**config.mk**
```make
export PLATFORM = sky130hd
export DESIGN_NAME = haar_lifting_mac
export DESIGN_NICKNAME = d
export VERILOG_FILES = /design/src/rtl/haar_lifting_mac.sv
export SDC_FILE = /design/constraint.sdc
export NUM_CORES = 1
export LEC_CHECK = 0
export CAP_MARGIN = 40
export CORE_MARGIN = 1
export CORE_UTILIZATION = 45
export CTS_CLUSTER_SIZE = 12
export DETAILED_ROUTE_END_ITERATION = 10
export DONT_BUFFER_PORTS = 1
export MAX_ROUTING_LAYER = met4
export PLACE_DENSITY = 0.63
export SLEW_MARGIN = 20
export SYNTH_ARGS = -nofsm -noshare
export SYNTH_HDL_FRONTEND = slang
export SYNTH_SLANG_ARGS = --single-unit
```
**constraint.sdc**
```tcl
create_clock -name clk -period 11.41 [get_ports clk]
set_clock_uncertainty 0.15 [all_clocks]
set_input_delay 1.141 -clock clk [delete_from_list [all_inputs] [get_ports clk]]
set_output_delay 1.141 -clock clk [all_outputs]
set_load 0.01 [all_outputs]
```
**src/rtl/haar_lifting_mac.sv**
```systemverilog
// Haar lifting arithmetic stage: one (even, odd) pixel pair in, one
// (low, high) coefficient pair out, three cycles later. Row/column and pixel
// pointers ride along with the data. High-band clamp events are counted.
module haar_lifting_mac #(
  parameter int WIDTH       = 256,
  parameter int HIGH_OFFSET = 128,
  parameter int ROUNDING    = 1,
  parameter int SAT_CNT_W   = 16
) (
  input  logic                     clk,
  input  logic                     rst,
  input  logic [15:0]              i_mac,
  input  logic                     i_mac_valid,
  input  logic [$clog2(WIDTH)-1:0] i_mac_row_column_pointer,
  input  logic [$clog2(WIDTH)-1:0] i_mac_pixel_pointer,
  input  logic                     i_clear_stats,
  output logic [15:0]              o_mac,
  output logic                     o_mac_valid,
  output logic [$clog2(WIDTH)-1:0] o_mac_row_column_pointer,
  output logic [$clog2(WIDTH)-1:0] o_mac_pixel_pointer,
  output logic [SAT_CNT_W-1:0]     o_sat_count,
  output logic                     o_sat_flag
);

  localparam int PW = $clog2(WIDTH);

  // Rounding constant, in the widths used by the low and high paths.
  localparam logic [8:0]         RND_L = (ROUNDING != 0) ? 9'd1 : 9'd0;
  localparam logic signed [10:0] RND_H = (ROUNDING != 0) ? 11'sd1 : 11'sd0;
  localparam logic signed [10:0] OFS_H = 11'(HIGH_OFFSET);
  localparam logic [SAT_CNT_W-1:0] CNT_MAX = '1;
  localparam logic [SAT_CNT_W-1:0] CNT_ONE = SAT_CNT_W'(1);

  // Stage 1 registers
  logic          v1;
  logic [7:0]    a1, b1;
  logic [PW-1:0] rc1, px1;

  // Stage 2 registers
  logic                v2;
  logic [8:0]          sum2;
  logic signed [8:0]   diff2;
  logic [PW-1:0]       rc2, px2;

  // Stage 3 combinational results
  logic [7:0]          lo;
  logic [7:0]          hi;
  logic signed [10:0]  diff_ext;
  logic signed [10:0]  ht;
  logic                clamp;
  logic                sat_evt;

  // Stage 1: capture the pair and its pointers; data only on valid cycles.
  always_ff @(posedge clk or posedge rst) begin
    if (rst) begin
      v1  <= 1'b0;
      a1  <= 8'd0;
      b1  <= 8'd0;
      rc1 <= '0;
      px1 <= '0;
    end else begin
      v1 <= i_mac_valid;
      if (i_mac_valid) begin
        a1  <= i_mac[15:8];
        b1  <= i_mac[7:0];
        rc1 <= i_mac_row_column_pointer;
        px1 <= i_mac_pixel_pointer;
      end
    end
  end

  // Stage 2: 9-bit unsigned sum and 9-bit signed difference of the pair.
  always_ff @(posedge clk or posedge rst) begin
    if (rst) begin
      v2    <= 1'b0;
      sum2  <= 9'd0;
      diff2 <= 9'sd0;
      rc2   <= '0;
      px2   <= '0;
    end else begin
      v2 <= v1;
      if (v1) begin
        sum2  <= {1'b0, a1} + {1'b0, b1};
        diff2 <= $signed({1'b0, a1}) - $signed({1'b0, b1});
        rc2   <= rc1;
        px2   <= px1;
      end
    end
  end

  // Stage 3 math: halve with optional rounding, bias and clamp the high band.
  always_comb begin
    lo       = 8'((sum2 + RND_L) >> 1);
    diff_ext = {{2{diff2[8]}}, diff2};
    ht       = ((diff_ext + RND_H) >>> 1) + OFS_H;
    clamp    = 1'b0;
    hi       = 8'd0;
    if (ht < 11'sd0) begin
      hi    = 8'd0;
      clamp = 1'b1;
    end else if (ht > 11'sd255) begin
      hi    = 8'd255;
      clamp = 1'b1;
    end else begin
      hi    = ht[7:0];
      clamp = 1'b0;
    end
    sat_evt = v2 & clamp;
  end

  // Stage 3 registers: outputs hold their last value across bubbles.
  always_ff @(posedge clk or posedge rst) begin
    if (rst) begin
      o_mac_valid              <= 1'b0;
      o_mac                    <= 16'd0;
      o_mac_row_column_pointer <= '0;
      o_mac_pixel_pointer      <= '0;
    end else begin
      o_mac_valid <= v2;
      if (v2) begin
        o_mac                    <= {lo, hi};
        o_mac_row_column_pointer <= rc2;
        o_mac_pixel_pointer      <= px2;
      end
    end
  end

  // Saturating clamp counter and sticky flag; a clear beats a same-cycle event.
  always_ff @(posedge clk or posedge rst) begin
    if (rst) begin
      o_sat_count <= '0;
      o_sat_flag  <= 1'b0;
    end else if (i_clear_stats) begin
      o_sat_count <= '0;
      o_sat_flag  <= 1'b0;
    end else if (sat_evt) begin
      if (o_sat_count != CNT_MAX) begin
        o_sat_count <= o_sat_count + CNT_ONE;
      end
      o_sat_flag <= 1'b1;
    end
  end

endmodule

```
==> impl_metrics.toml <==
[run_status]
status = "finished clean"

[yosys]
ys_seq_area_frac = 0.515
synth.most_common_cell = "dfrtp_1"
ys.flop_type = "dfrtp_1"
syn_nets = 567
ys_warn_count = 0
synthCells = 509
synthTopCellsByArea = "dfrtp_1 52%, mux2_2 12%, ha_1 4.4%"
syn_area_um2 = 5680
synth_cell_type_count = 50
synth_edf_count = 0
yosys.area.top_type_share = 0.515
synth_commonest_cells = "117 x dfrtp_1, 61 x mux2_2, 35 x nor2_1"
synth_area_per_cell_um2 = 11.2
synthArstFlopShare = 1.00
ys_ff_latch = 117
synth_top_area_cell = "dfrtp_1"

[power]
p_leak_nw = 2.71
power_density_nw_per_um2 = 195
comb_power_share = 0.153
ir_worst_vdd_v = 0.000114
power_switching_w = 0.000368
intPower_w = 0.000874
seqPwrFrac = 0.448
sw_frac_of_total = 0.296
pwr-share-clk = 0.399

[sta]
setup_tns_ns = 0
tightest_slew_ns = 0.750
period_minus_slack_ns = 3.05
setup_slack_ns = 8.36
slew_violations = 0
fin_crit_sh = 0.267
fmax_mhz = 328
rsz0062_at_grt = "false"
slew_headroom = 0.498
setup_viol = 0
hold_violations = 0

[run]
maxCapViolCount = 0

[clock_network]
cts.sinks = 117
cts_resized = 0
clock_latency_ns = 0.42
path_clk_slew_ns = 0.05
cts_max_path_buffers = 2
root_buffer = "clkbuf_16"
cts.htree.levels = 4
cts_made_buffers = 17
cts_hold_buf = 0
cts_tree = "built"
cts_setup_buffers = 0

[floorplanning]
io_pins = 86
coreArea_um2 = 12200
die_w_um = 114
die_h_um = 114
fp-row-count = 40
dieArea_um2 = 13100
start_util = 0.467

[worst_setup_path]
cp_cell_sequence = "ha_1 -> nand2_1 -> or2_2 -> xor2_1 -> ha_1 -> nand2_1 -> o31a_1 -> buf_6 -> nor4_1 -> mux2_2"
worst_ep_required_time_ns = 11.56
cp_top_family = "simple AND/OR/NAND/NOR gates"
worstSetupPathType = "reg -> reg"
crit_path_top_delay_cell = "dfrtp_1"
crit_arrival_ns = 3.20
path_buf_inv = 1
endpoint_kind = "register"
cp_max_fo = 25
start_kind = "register"
crit_path_max_incr_delay_ns = 0.46

[cells_and_area]
fill_cells = 1097
reg.largest.list = "o_mac x16, o_sat_count x16, sum2 x9"
regArea_um2 = 2930
synthToLayoutAreaGrowth_pct = 12.3
drive_above_1_share = 0.203
diodes = 0
multi_input_area_um2 = 2500
fin_nets = 566

[grt]
grt_pass1_vias = 4073
grt_pass1_wl_mm = 19.5
track_usage = 0.201
antenna_found_initial = 0
overflow = 0
grt_max_degree = 59

[placement]
gp_congestion = 0.817
dp_slack_ns = 8.18
port_buffers = 0
hpwl_mm = 7.95

[min_path]
hold_class = "reg -> reg"

[routing]
detail-route-antenna-nets = 0
vias = 3794
drc = 0
drt_pre_antenna_iters = 4
wl_mm = 11.4
post_drt_wl_per_cell_um = 16.5
routed_via_density = 5.51
drtIter0Drc = 282
worst paths after layout:
check,depth (start not counted),startpoint,end,slack (ns)
worst max register to register,10,sum2[0],o_sat_count[9],8.36
worst max-delay path,10,sum2[0],o_sat_count[9],8.36
min in group asynchronous,1,rst,px2[5],0.45
max in group asynchronous,3,rst,px2[2],9.60
worst min register to register,1,rc1[0],rc1[0],0.35
worst min-delay path,1,rc1[0],rc1[0],0.35
through the flow:
| stage | hold slack (ns) | instance area (µm²) | instances | total power, W | utilization |
|---|---|---|---|---|---|
| 2_1_floorplan | 0.202 | 5680 | 509 | 0.000707 | - |
| 3_3_place_gp | 0.333 | 5770 | 654 | 0.000744 | 0.475 |
| 3_5_place_dp | 0.342 | 5810 | 656 | 0.000757 | 0.477 |
| 4_1_cts | 0.355 | 6370 | 688 | 0.00126 | 0.524 |
| 5_1_grt | 0.364 | 6380 | 689 | 0.00131 | 0.525 |
| 6_report | 0.351 | 6380 | 689 | 0.00124 | 0.525 |
final cells by class:
cell class	count	share of cell area
sequential	117	0.459
multi-input combinational	338	0.393
clock buffer	20	0.0731
tap	168	0.0329
inverter	28	0.0169
clock inverter	12	0.0153
timing repair buffer	6	0.0104
power groups by stage:
| stage | Clock (W) | Combinational, W | Sequential, W |
|---|---|---|---|
| detailed placement | 0 | 0.000191 | 0.000565 |
| CTS | 0.000508 | 0.000192 | 0.000558 |
| finish | 0.000495 | 0.000190 | 0.000556 |
| global route | 0.000526 | 0.000217 | 0.000567 |
| floorplan | 0 | 0.000165 | 0.000542 |
| global placement | 0 | 0.000183 | 0.000561 |
layer usage:
metal  GRT usage  wire length (µm)  vias to the layer above
met5           -                 0                        -
met4      0.0667               127                        0
met3      0.0815               785                       10
met2       0.327              5620                      105
met1       0.225              4830                     1874
li1            -                 -                     1805
cell usage in the layout, fill, tap and decap left out, drive strengths merged, types with 3 or more instances in the layout:
| master | n |
|---|---|
| a211oi | 5 |
| a21o | 5 |
| a21oi | 30 |
| a31oi | 7 |
| and3 | 3 |
| buf | 6 |
| clkbuf | 20 |
| clkinv | 6 |
| clkinvlp | 3 |
| dfrtp | 117 |
| ha | 20 |
| inv | 31 |
| mux2 | 66 |
| nand2 | 25 |
| nand2b | 6 |
| nand3 | 14 |
| nand4 | 9 |
| nor2 | 35 |
| nor2b | 9 |
| nor3 | 11 |
| nor4 | 4 |
| o211ai | 5 |
| o21a | 4 |
| o21ai | 19 |
| o31ai | 6 |
| or3 | 9 |
| or4 | 5 |
| xnor2 | 11 |
| xor2 | 6 |
cell families after synthesis:
kind of cell	share of synthesized area
fa+ha+maj	0.0511
buf+inv	0.0436
xor+xnor	0.0262
flops	0.515
compound gates	0.104
simple gates	0.125
mux	0.135
Power figures use the tool's default switching activity.
